$ cat src/rtl/led_pwm_fader.sv
// RGB LED driver: decodes a 3-bit {R,G,B} colour code and drives the pins with a
// free-running PWM. Every colour change fades out to dark, swaps, then fades back in.
module led_pwm_fader #(
    parameter int PWM_BITS = 4,
    parameter int STEP     = 4
) (
    input  logic       clk,
    input  logic       rst,
    input  logic [2:0] colour,
    output logic [2:0] rgb,
    output logic       busy
);

    localparam int PRE_W = (STEP > 2) ? $clog2(STEP) : 1;

    localparam logic [PWM_BITS-1:0] LEVEL_MAX  = {PWM_BITS{1'b1}};
    localparam logic [PWM_BITS-1:0] LEVEL_ONE  = PWM_BITS'(1);
    localparam logic [PWM_BITS-1:0] LEVEL_ZERO = '0;
    localparam logic [PWM_BITS-1:0] LEVEL_TOP1 = LEVEL_MAX - LEVEL_ONE;
    localparam logic [PRE_W-1:0]    PRE_LAST   = PRE_W'(STEP - 1);
    localparam logic [PRE_W-1:0]    PRE_ONE    = PRE_W'(1);

    typedef enum logic [1:0] {
        ST_STEADY   = 2'd0,
        ST_FADE_OUT = 2'd1,
        ST_SWAP     = 2'd2,
        ST_FADE_IN  = 2'd3
    } state_t;

    state_t              state_reg;
    logic [2:0]          col_q_reg;
    logic [2:0]          active_reg;
    logic [PWM_BITS-1:0] level_reg;
    logic [PWM_BITS-1:0] pwm_cnt_reg;
    logic [PRE_W-1:0]    pre_reg;
    logic [2:0]          rgb_reg;
    logic                busy_reg;

    logic                tick;
    logic                pwm_on;
    logic [2:0]          chan_next;

    assign tick   = (pre_reg == PRE_LAST);
    assign pwm_on = (pwm_cnt_reg < level_reg);

    // Input register and free-running timebase; only reset touches these.
    always_ff @(posedge clk) begin
        if (rst) begin
            col_q_reg   <= 3'b000;
            pwm_cnt_reg <= '0;
            pre_reg     <= '0;
        end else begin
            col_q_reg   <= colour;
            pwm_cnt_reg <= pwm_cnt_reg + LEVEL_ONE;
            pre_reg     <= tick ? '0 : pre_reg + PRE_ONE;
        end
    end

    // Transition sequencer. STEADY always holds level at MAX, so a fade-out
    // always starts from full brightness and takes exactly MAX ticks.
    always_ff @(posedge clk) begin
        if (rst) begin
            state_reg  <= ST_STEADY;
            active_reg <= 3'b000;
            level_reg  <= LEVEL_MAX;
            busy_reg   <= 1'b0;
        end else begin
            case (state_reg)
                ST_STEADY: begin
                    if (col_q_reg != active_reg) begin
                        busy_reg  <= 1'b1;
                        state_reg <= (active_reg == 3'b000) ? ST_SWAP : ST_FADE_OUT;
                    end
                end
                ST_FADE_OUT: begin
                    if (tick) begin
                        level_reg <= level_reg - LEVEL_ONE;
                        if (level_reg == LEVEL_ONE) begin
                            state_reg <= ST_SWAP;
                        end
                    end
                end
                ST_SWAP: begin
                    // Latest sampled code wins; anything seen mid-fade is dropped.
                    active_reg <= col_q_reg;
                    if (col_q_reg == 3'b000) begin
                        level_reg <= LEVEL_MAX;
                        state_reg <= ST_STEADY;
                        busy_reg  <= 1'b0;
                    end else begin
                        level_reg <= LEVEL_ZERO;
                        state_reg <= ST_FADE_IN;
                    end
                end
                ST_FADE_IN: begin
                    if (tick) begin
                        level_reg <= level_reg + LEVEL_ONE;
                        if (level_reg == LEVEL_TOP1) begin
                            state_reg <= ST_STEADY;
                            busy_reg  <= 1'b0;
                        end
                    end
                end
                default: begin
                    state_reg <= ST_STEADY;
                    busy_reg  <= 1'b0;
                end
            endcase
        end
    end

    genvar gi;
    generate
        for (gi = 0; gi < 3; gi++) begin : g_chan
            assign chan_next[gi] = active_reg[gi] & pwm_on;
        end
    endgenerate

    always_ff @(posedge clk) begin
        if (rst) begin
            rgb_reg <= 3'b000;
        end else begin
            rgb_reg <= chan_next;
        end
    end

    assign rgb  = rgb_reg;
    assign busy = busy_reg;

endmodule

$ cat config.mk
export PLATFORM = sky130hd
export DESIGN_NAME = led_pwm_fader
export DESIGN_NICKNAME = d
export VERILOG_FILES = /design/src/rtl/led_pwm_fader.sv
export SDC_FILE = /design/constraint.sdc
export NUM_CORES = 1
export LEC_CHECK = 0
export BUFFER_PORTS_ARGS = -buffer_cell sky130_fd_sc_hd__clkbuf_2
export CAP_MARGIN = 20
export CELL_PAD_IN_SITES_DETAIL_PLACEMENT = 1
export CELL_PAD_IN_SITES_GLOBAL_PLACEMENT = 1
export CORE_ASPECT_RATIO = 1.75
export CORE_MARGIN = 3
export CORE_UTILIZATION = 41
export CTS_CLUSTER_DIAMETER = 30
export DETAILED_ROUTE_END_ITERATION = 12
export PLACE_DENSITY = 0.8
export SKIP_LAST_GASP = 1
export SYNTH_ARGS = -nofsm -noshare
export SYNTH_HDL_FRONTEND = slang
export SYNTH_SLANG_ARGS = --single-unit
$ cat constraint.sdc
create_clock -name clk -period 1.5 [get_ports clk]
set_input_delay 0.075 -clock clk [delete_from_list [all_inputs] [get_ports clk]]
set_output_delay 0.075 -clock clk [all_outputs]
set_load 0.01 [all_outputs]
Yosys cells after proc, flatten, opt, wreduce, memory -nomap -nowiden
Cells that the tools add are included.
Widths: inputs -> output; s select.
{ "op_classes": {"add_sub_neg": 4, "n_mul": 0, "div": 0, "magnitude_cmp": 1, "eq_ne": 13, "n_shift": 0, "n_mux": 17, "bitwise": 3, "n_reduce_logical": 9} }
{ "ops": {"columns": ["cell", "n"], "rows": [
  ["$mux 2", 7],
  ["$mux 4", 3],
  ["$ne 2x2->1 const B", 6],
  ["$pmux 4 s3", 1],
  ["$reduce_and 5->1", 2],
  ["$add 4x1->4 const B", 2],
  ["$pmux 2 s4", 1],
  ["$eq 2x2->1 const B", 3],
  ["$logic_not 3->1", 2],
  ["$reduce_bool 3->1", 2],
  ["$eq 4x1->1 const B", 1],
  ["$eq 4x4->1 const B", 1],
  ["$lt 4x4->1", 1],
  ["$mux 1", 4],
  ["$sub 4x1->4 const B", 1],
  ["$and 1x1->1", 3],
  ["$ne 3x3->1", 1],
  ["$pmux 1 s3", 1],
  ["$reduce_and 3->1", 1],
  ["$add 2x1->2 const B", 1],
  ["$eq 2x1->1 const B", 1],
  ["$logic_not 2->1", 1],
  ["$reduce_or 2->1", 1]
]} }
{ "word_totals": {"regBits": 22, "latch_bits": 0, "ramBits": 0, "rom_bits": 0, "output_inout_bits": 4, "memories": 0} }

Longest topological paths before layout
{ "logic_depth": {"ltp_word": 4, "ltp_mapped": 7} }

Worst setup path after synthesis
Ideal clock, no wire load.
{ "synth_timing": {"path_type": "reg2reg", "startpoint": "register state_reg[0]", "endpoint": "register busy_reg, in the netlist busy", "arrival_ns": 1.438, "t_required_ns": 1.379, "slack_ns": -0.059, "stages_incl_launch_ff": 6, "n_path_buf": 1, "synth_period_minus_slack_ns": 1.559, "cell_sequence": "dfxtp_1 -> ha_1 -> clkbuf_1 -> nand2_1 -> o2111ai_1 -> mux2_2"} }
{ "synth_between": {"elab_chain_len": 3, "elab_cells_between_ends": 10, "cone_classes": "eq/ne: 6; mux: 1; reduce/logical: 3"} }
{ "synth_lines": {"columns": ["element", "line", "text"], "rows": [
  ["from (decl)", "30", "state_t state_reg;"],
  ["from (signal assigned)", "72", "state_reg <= (active_reg == 3'b000) ? ST_SWAP : ST_FADE_OUT;"],
  ["$eq 2x2->1 / $logic_not 2->1 (equally long branches)", "68", "case (state_reg)"],
  ["$ne 2x2->1 (no source line) / $reduce_bool 3->1 (equally long branches)", null, null],
  ["$reduce_and 5->1 (no source line)", null, null],
  ["to (signal assigned)", "66", "busy_reg <= 1'b0;"],
  ["to (signal assigned)", "71", "busy_reg <= 1'b1;"],
  ["to (signal assigned)", "89", "busy_reg <= 1'b0;"],
  ["to (decl)", "37", "logic busy_reg;"]
]} }
Parallel ways exist; a longest one is shown, timed or not.
A chain may end at the register's enable or synchronous reset.

Worst setup path after layout
{ "layout_timing": {"startpoint": "register state_reg[1]", "endpoint": "register level_reg[2]"} }
{ "layout_between": {"elab_chain_len": 3, "elab_cells_between_ends": 8, "cone_classes": "eq/ne: 5; mux: 1; reduce/logical: 2"} }
{ "layout_lines": {"columns": ["element", "line", "text"], "rows": [
  ["$eq 2x1->1 / $eq 2x2->1 (equally long branches)", "68", null],
  ["$ne 2x2->1 (no source line) / $reduce_bool 3->1 (equally long branches)", null, null],
  ["$reduce_and 3->1 (no source line)", null, null],
  ["to (signal assigned)", "77", "level_reg <= level_reg - LEVEL_ONE;"],
  ["to (signal assigned)", "97", "level_reg <= level_reg + LEVEL_ONE;"],
  ["to (decl)", "33", "logic [PWM_BITS-1:0] level_reg;"]
]} }
Parallel ways exist; a longest one is shown, timed or not.

==> impl_metrics.json <==
{
  "start_util": 0.436,
  "slew_violations": 0,
  "grt_pass1_vias": 1146,
  "maxCapViolations": 0,
  "synth-async-reset-ratio": 0,
  "ios": 9,
  "finalSetupViolations": 1,
  "drt_iter0_drc": 17,
  "area_growth_syn_to_layout_pct": 37.1,
  "clock-sinks": 22,
  "rows": 25,
  "clock_skew_ns": 0.00642,
  "grt_max_degree": 25,
  "clock_latency_ns": 0.28,
  "synth_area_per_cell_sq_um": 9.65,
  "clockRootBuffer": "clkbuf_8",
  "required_ns": 1.66,
  "cp.arrival_ns": 1.68,
  "drt_wl_total_um": 3490,
  "routedWlPerCell_um": 19.6,
  "ys_warn_count": 0,
  "netlist_instances": 123,
  "stdcell_area_sq_um": 1630,
  "failed_checks": "negative setup slack",
  "instances_no_fill": 178,
  "tightest_slew_ns": 0.551,
  "antenna_cells": 0,
  "crit_fanout": 7,
  "synth.distinct_cells": 33,
  "layout.nets": 171,
  "grtUsageTotal": 0.202,
  "gp_congestion": 0.846,
  "drc": 0,
  "crit_path_end_kind": "flop",
  "dpl.hpwl_um": 2290,
  "grt_remaining_overflow": 0,
  "synth_top_cell_by_area": "dfxtp_1",
  "critPathLaunchType": "flop",
  "power_density_nw_per_um2": 1880,
  "fill_cells": 303,
  "cts_max_level": 1,
  "antenna_found_initial": 0,
  "synth_common_cells": "dfxtp_1, ha_1, inv_1",
  "layout-drive-gt1-share": 0.417,
  "finalCritPeriodShare": 1.01,
  "synth-seq-cells": 22,
  "antenna_left": 0,
  "period_needed_ns": 1.52,
  "post-route-util": 0.598,
  "cts_made_buffers": 3,
  "clk_path_buf_depth": 2,
  "max-slew-margin-rel": 0.633,
  "vias": 1030,
  "cts_tree": "built",
  "crit_type": "flop to flop",
  "syn_nets": 142,
  "dpl.cell_count": 173,
  "io_buffers": 8,
  "hold-worst-slack_ns": 0.00401,
  "yosys.area.top_type_share": 0.371,
  "dr.pass1.iters": 4,
  "setup_ws_ns": -0.0178,
  "routed_via_density": 5.79,
  "core_sq_um": 2720,
  "chipWidth_um": 46.7,
  "totalPowerFinal_mw": 3.06,
  "clk_pin_slew_ns": 0.08,
  "yosysMostFrequentCell": "dfxtp_1",
  "synthTopCellsByArea": "dfxtp_1, ha_1, xnor2_1",
  "rsz0062_at_grt": "true",
  "final_hold_viol_count": 0,
  "postPlaceCellArea_sq_um": 1390,
  "synth_edf_count": 0,
  "synth_ff_type": "dfxtp_1",
  "status": "complete, but fails checks",
  "dieArea_sq_um": 3600,
  "chipHeight_um": 77.2,
  "yosysSeqAreaShare": 0.371,
  "vdd_drop_max_v": 0.00106,
  "min_path_type": "input pin to flop",
  "grt_pass1_wl_um": 5290,
  "syn_area_sq_um": 1190,
  "p_leak_nw": 0.703,
  "fmax_mhz": 659
}
layout make-up:
type	instances	area, sq um	share of cell area
Tap cell	27	33.8	0.0208
Timing Repair Buffer	28	194	0.119
Clock buffer	3	41.3	0.0254
Clock inverter	1	30.0	0.0184
Sequential cell	22	447	0.274
Multi-Input combinational cell	86	841	0.517
Inverter	11	41.3	0.0254
layer usage:
metal | share of wire | global-route usage
met1 | 0.40 | 0.218
met3 | 0.025 | 0.0282
met4 | 0.015 | 0.0831
met2 | 0.56 | 0.363
met5 | 0 | 0
cell families after synthesis:
group,synth area share
simple gates,0.168
buf+inv,0.0485
flops,0.371
fa+ha+maj,0.148
mux,0.0527
compound gates,0.161
xor+xnor,0.0516
where the power goes:
part / leakage [nW] / switching [mW] / internal [mW]
clock network: 0.0357 / 0.217 / 0.358
registers: 0.180 / 0.120 / 0.705
logic: 0.487 / 0.822 / 0.843
total: 0.703 / 1.16 / 1.91
layout by cell type, fill, tap and decap left out, types with 2 or more instances in the layout:
cell type,instances
buf_4,19
dfxtp_1,17
inv_1,8
nor2_1,8
ha_1,8
clkbuf_2,8
nor2b_1,6
xnor2_1,6
a21oi_1,5
nor3_1,5
dfxtp_2,5
mux2i_1,4
inv_2,3
nand4_1,3
nand2b_1,3
ha_4,3
ha_2,3
clkbuf_8,3
nand3_1,2
nor4b_4,2
o31ai_2,2
a21o_1,2
a2111oi_2,2
o21bai_1,2
final timing paths:
check                        end  slack, ns      startpoint  cells after the start
setup reg to reg    level_reg[2]      -0.02    state_reg[1]                      5
hold reg to reg   pwm_cnt_reg[0]       0.47  pwm_cnt_reg[0]                      1
setup / recovery    level_reg[2]      -0.02    state_reg[1]                      5
hold / removal      col_q_reg[2]      0.004       colour[2]                      2
worst max-delay path: stages (launching register included):
cell and delay, ns:
dfxtp_2 0.36, ha_1 0.25, buf_4 0.19, a221o_1 0.31
a21oi_1 0.18, o21bai_1 0.11
stage by stage:
stage          setup WS [ns]  TNS, ns
2_1_floorplan         0.0145        0
3_3_place_gp         0.00966        0
3_5_place_dp         -0.0467   -0.112
4_1_cts              -0.0336  -0.0706
5_1_grt              -0.0488   -0.165
6_report             -0.0178  -0.0178
timing repair:
| action | in CTS | in global routing |
|---|---|---|
| cloned | 0 | 0 |
| setup endpoints to repair | 6 | 10 |
| resized for setup | 6 | 27 |
| pin swaps | 2 | 6 |
| buffers inserted | 0 | 1 |
| hold buffers | 0 | 0 |
No activity file was read; power rests on OpenSTA's default activity.
